## config.mk

```make
export PLATFORM = sky130hd
export DESIGN_NAME = sync_fifo_ctrl
export DESIGN_NICKNAME = d
export VERILOG_FILES = /design/src/rtl/sync_fifo_ctrl.sv
export SDC_FILE = /design/constraint.sdc
export NUM_CORES = 1
export LEC_CHECK = 0
export ABC_AREA = 1
export CAP_MARGIN = 20
export CORE_ASPECT_RATIO = 0.8
export CORE_UTILIZATION = 43
export CTS_CLUSTER_DIAMETER = 40
export DETAILED_ROUTE_END_ITERATION = 10
export GPL_TIMING_DRIVEN = 0
export PLACE_DENSITY_LB_ADDON = 0.15
export SYNTH_ARGS = -nofsm -noshare
export SYNTH_HDL_FRONTEND = slang
export SYNTH_SLANG_ARGS = --single-unit
```

## constraint.sdc

```tcl
create_clock -name clk -period 2.6 [get_ports clk]
set_input_delay 0.52 -clock clk [delete_from_list [all_inputs] [get_ports clk]]
set_output_delay 0.52 -clock clk [all_outputs]
set_load 0.01 [all_outputs]
```

## src/rtl/sync_fifo_ctrl.sv

```systemverilog
// rtl/sync_fifo_ctrl.sv - synchronous FIFO controller driving external storage
// Optional almost-full/almost-empty flags enabled by SYNC_FIFO_ALMOST_FLAG_EN.
module sync_fifo_ctrl #(
  parameter int WIDTH           = 8,
  parameter int DEPTH_LOG       = 8,
  parameter int ALMOST_FULL_TH  = 2**DEPTH_LOG-4,
  parameter int ALMOST_EMPTY_TH = 4
) (
  input  logic                 clk,
  input  logic                 rst_n,
  input  logic                 fifo_write_req,
  input  logic [WIDTH-1:0]     fifo_write_data,
  input  logic                 fifo_read_req,
  output logic [WIDTH-1:0]     fifo_read_data,
  output logic                 fifo_read_valid,
  output logic                 fifo_full,
  output logic                 fifo_empty,
  output logic [DEPTH_LOG:0]   fifo_count,
  output logic                 fifo_overflow,
  output logic                 fifo_underflow,
`ifdef SYNC_FIFO_ALMOST_FLAG_EN
  output logic                 fifo_almost_full,
  output logic                 fifo_almost_empty,
`endif
  output logic                 ram_write_req,
  output logic [DEPTH_LOG-1:0] ram_write_addr,
  output logic [DEPTH_LOG-1:0] ram_read_addr,
  output logic [WIDTH-1:0]     ram_write_data,
  input  logic [WIDTH-1:0]     ram_read_data
);

  localparam logic [DEPTH_LOG:0] PTR_ONE = {{DEPTH_LOG{1'b0}}, 1'b1};

  logic [DEPTH_LOG:0] wptr_q, rptr_q;
  logic [DEPTH_LOG:0] wptr_n, rptr_n;
  logic               push, pop;

  assign fifo_empty = (wptr_q == rptr_q);
  assign fifo_full  = (wptr_q[DEPTH_LOG-1:0] == rptr_q[DEPTH_LOG-1:0]) &&
                      (wptr_q[DEPTH_LOG] != rptr_q[DEPTH_LOG]);

  // Acceptance is judged on pre-edge state, so an empty FIFO never falls through.
  assign push = fifo_write_req & ~fifo_full;
  assign pop  = fifo_read_req & ~fifo_empty;

  assign wptr_n = push ? wptr_q + PTR_ONE : wptr_q;
  assign rptr_n = pop  ? rptr_q + PTR_ONE : rptr_q;

  // Gate the write strobe so storage is never written while reset is held.
  assign ram_write_req  = push & rst_n;
  assign ram_write_addr = wptr_q[DEPTH_LOG-1:0];
  assign ram_write_data = fifo_write_data;
  assign ram_read_addr  = rptr_q[DEPTH_LOG-1:0];

  always_ff @(posedge clk or negedge rst_n) begin
    if (!rst_n) begin
      wptr_q          <= '0;
      rptr_q          <= '0;
      fifo_count      <= '0;
      fifo_read_data  <= '0;
      fifo_read_valid <= 1'b0;
      fifo_overflow   <= 1'b0;
      fifo_underflow  <= 1'b0;
    end else begin
      wptr_q          <= wptr_n;
      rptr_q          <= rptr_n;
      fifo_count      <= wptr_n - rptr_n;
      fifo_read_valid <= pop;
      fifo_overflow   <= fifo_write_req & fifo_full;
      fifo_underflow  <= fifo_read_req & fifo_empty;
      if (pop) begin
        fifo_read_data <= ram_read_data;
      end
    end
  end

`ifdef SYNC_FIFO_ALMOST_FLAG_EN
  localparam logic [DEPTH_LOG:0] AF_TH = (DEPTH_LOG+1)'(ALMOST_FULL_TH);
  localparam logic [DEPTH_LOG:0] AE_TH = (DEPTH_LOG+1)'(ALMOST_EMPTY_TH);

  logic [DEPTH_LOG:0] count_n;
  assign count_n = wptr_n - rptr_n;

  always_ff @(posedge clk or negedge rst_n) begin
    if (!rst_n) begin
      fifo_almost_full  <= 1'b0;
      fifo_almost_empty <= 1'b1;
    end else begin
      fifo_almost_full  <= (count_n >= AF_TH);
      fifo_almost_empty <= (count_n <= AE_TH);
    end
  end
`endif

endmodule

```

==> reports/results.txt <==
In the final timing run, aggregate negative setup slack is 0 ps. Derived from the worst setup path, the maximum achievable clock frequency is 392.6 MHz. The first detailed-routing pass took 9 iterations. The tools report the routed wire length as 6.094 mm. Cells fill 73.77% of the core in the end. Across the run, the number of max-cap violations was 0. In this run the core area contains 23 standard-cell rows. Global routing finished with a remaining overflow of 0. The synthesized netlist occupies a cell area of 2354 sq um.

In the final routed layout, each cell accounts on average for 13.57 microns. The run finished, with violations left. The tools report the number of inserted diodes as 0. The total area inside the core boundary comes to 5122 sq um. The most common cell type on the critical path was nand2_1. The pre-CTS setup slack came out at -510.0 ps. The pin slew with the least headroom to its limit was 858.7 ps; the data arrival time of the critical path was 2780 ps. The logs give 306 for the number of nets produced by synthesis and 38 for the clock net sink count. The residual DRC count was 6. Counting flops with a built-in enable in the synthesized netlist gives 0. In the synthesized netlist the dominant register cell turns out to be dfrtp_1. The final hold violation count was 0; the number of synthesized register bits was 38.

The final setup skew is 11.89 ps, and the starting density of the core is 45.95%. The total via count in the routed design came out at 2095. The first-pass GRT wire length was 8.811 mm.

The tree is rooted in a clkbuf_8. The required time of the critical path was 2840 ps. The run gives 5 as the TritonCTS buffer count.

The signal on the critical path passes through xnor2_1 > nand2_2 > nor2_4 > nand3_4 > nand2_4 > buf_6 > xor2_4 > ha_4 > fa_2 > nor2_2 > o21ai_2 > o21ai_2 > nand2_1 > nand2_1 > nand2_1 > nand2_1. Global routing consumed, over all layers together, 20.09% of the routing resources. The tools report the last weighted congestion value of the routability-driven placer as 0.7964. Die height: 68.17 microns. The analysis attributes to cell leakage a power of 1.866 nW.

Sequential cells were found to cover 40.40% of the synthesized design area. STA classifies the critical path startpoint as a register. The clock tree synthesis step divided the H-tree into 2 levels. The tools report the number of distinct library cells after synthesis as 30. Leaving out fill and tap cells, the most frequent cell in the layout is buf_4. Number of instances in the synthesized netlist: 276. For this run, the slowest stage of the critical path takes 430 ps.

The number of antenna violations at the first check in global routing was 0. 67 I/O pins were placed. The number of buffer cells added on primary ports is 58, and the area of all placed cells without fillers is 3779 sq um. After the last flow step, the layout net total stands at 418. For the residual antenna-violating net count after detailed routing, the log shows 0.

The average via count per standard cell is 4.666. Of all nets on the critical path, the largest fanout is 6. Compared with the post-synthesis result, the final layout area differs by 60.55%. The number of max-slew violations in the final report came out at 0. After clock tree synthesis, the clock-pin slew on the worst setup and hold paths is 80 ps. The clock insertion delay at the later pin of the skew report was 290 ps.

Yosys printed 0 warnings. The worst setup margin is 52.97 ps, and the share of flip-flops with an asynchronous set or reset is 100.0%. The number of fill cells is 364. The HPWL after detailed placement is 3.700 mm. The top cell types in the final layout, fill and taps aside, are 69 x buf_4, 60 x nand2_1, 53 x clkdlybuf4s50_1. After detailed placement, the total cell area comes to 3007 sq um.

The via count of the first global-routing pass is 1895, and the horizontal die dimension is 84.72 microns. The final setup violation count was 0; the maximum vdd ir drop was 0.5096 mV. For this block, the initial DRC count from the detailed router was 124. Setup repair after global routing could not meet its margin everywhere. Synthesized area per cell: 8.527 sq um.

The classification of the worst setup path is register to register. The capturing element type of the critical path was a register. TritonCTS built the clock tree. In the finished design, the share of the clock period the worst path needs comes to 97.96%. The type of the tightest min-delay check was primary input to async pin. Overall die area: 5775 sq um.

The fraction of final layout cells with drive strength greater than 1 was 43.67%; the maximum number of pins on one net before global-route repair was 40. The checks that failed: design-rule violations. The clock period could shrink to 2547 ps. The clock passes through at most 2 buffers. Measured against its own limit, the worst slew margin works out to 42.75%.

For the final-layout worst hold slack, the log shows 333.1 ps. Among all stages on the critical path, the largest delay is contributed by dfrtp_2. The total power divided by cell area was 1282 nW/um^2.
## cell usage after synthesis (2+ instances only)
library cell	count	area, sq um
xnor2_1	7	61.31
o21ai_0	2	10.01
o21ai_2	4	35.03
nand3_1	11	55.05
nor2_1	12	45.04
nand2_2	8	50.05
a21oi_1	3	15.01
buf_4	24	180.2
inv_2	5	18.77
nand4_1	4	25.02
nand2_4	4	45.04
ha_1	9	112.6
nor3_1	3	15.01
dfrtp_1	38	950.9
xor2_1	17	148.9
nand2_1	69	259.0
inv_1	41	153.9
nand3_2	2	20.02
nor2_4	2	22.52
## metrics by stage
step                      power [W]  cells
after floorplan            0.002624    276
after CTS                  0.004114    424
after global routing       0.005210    449
after detailed placement   0.003372    396
final                      0.004844    449
after global placement     0.003306    396
## registers in the layout, summed over array words and instances (netlist names)
name and cells:
fifo_underflow 1, rptr_q 9, fifo_count 9, fifo_read_data 8
wptr_q 9, fifo_read_valid 1, fifo_overflow 1
## critical path, delay by kind of cell, from the launching register on
kind,cells,cell delay (ps)
AND/OR/NAND/NOR,9,920
XOR/XNOR,2,290
buffers and inverters,1,140
flip-flops,1,430
AO/OA/AOI/OAI,2,160
adder cells (fa/ha/maj),2,540
## cell type report
cell class              instances  area (sq um)  share of cell area (%)
plain buffers                  26         206.4                   5.464
clock buffers                   6         82.58                   2.185
multi-input cells             165          1315                   34.80
flip-flops and latches         38         968.4                   25.63
inverters                      47         186.4                   4.934
repair buffers                105         942.2                   24.93
well taps                      62         77.57                   2.053
## report_power, final
| part | total [W] | internal (W) | switching (W) |
|---|---|---|---|
| sequential | 0.00105 | 0.000840 | 0.000215 |
| combinational | 0.00338 | 0.00172 | 0.00166 |
| clock | 0.000408 | 0.000205 | 0.000203 |
| total | 0.00484 | 0.00277 | 0.00208 |
## timing repair
| action | CTS | global route |
|---|---|---|
| hold buffers | 0 | 0 |
| setup endpoints to repair | 7 | 7 |
| setup buffers | 22 | 25 |
| gates resized for setup | 24 | 62 |
| pin swaps | 12 | 28 |
## final timing paths
path | from | end | slack [ps] | depth (start not counted)
max in group asynchronous | rst_n | rptr_q[8]$_DFF_PN0_ | 1660 | 1
min in group clk | fifo_read_data[7]$_DFFE_PN0N_ | fifo_read_data[7]$_DFFE_PN0N_ | 480 | 2
worst max register to register | wptr_q[4]$_DFF_PN0_ | fifo_count[6]$_DFF_PN0_ | 50 | 16
worst min-delay path | rst_n | wptr_q[1]$_DFF_PN0_ | 330 | 1
worst min register to register | fifo_read_data[7]$_DFFE_PN0N_ | fifo_read_data[7]$_DFFE_PN0N_ | 480 | 2
worst max-delay path | wptr_q[4]$_DFF_PN0_ | fifo_count[6]$_DFF_PN0_ | 50 | 16
## kinds of logic after synthesis
kind of cell               count (synthesis)  share of synthesized area (%)
AOI/OAI and AO/OA                         11                          3.190
buffers and inverters                     73                          16.11
and+or+nand+nor                          119                          25.04
xor gates and xnor gates                  25                          9.623
adders and majority gates                 10                          5.635
DFF                                       38                          40.40
## per-layer routing
layer | global-route usage (%) | up-vias | part of all wire (%)
li1 | - | 1027 | -
met1 | 26.13 | 986 | 43
met2 | 33.74 | 71 | 49
met3 | 5.549 | 11 | 6.3
met4 | 4.873 | 0 | 1.6
met5 | 0 | - | 0
Note: power is estimated with default switching activity, not from simulation.
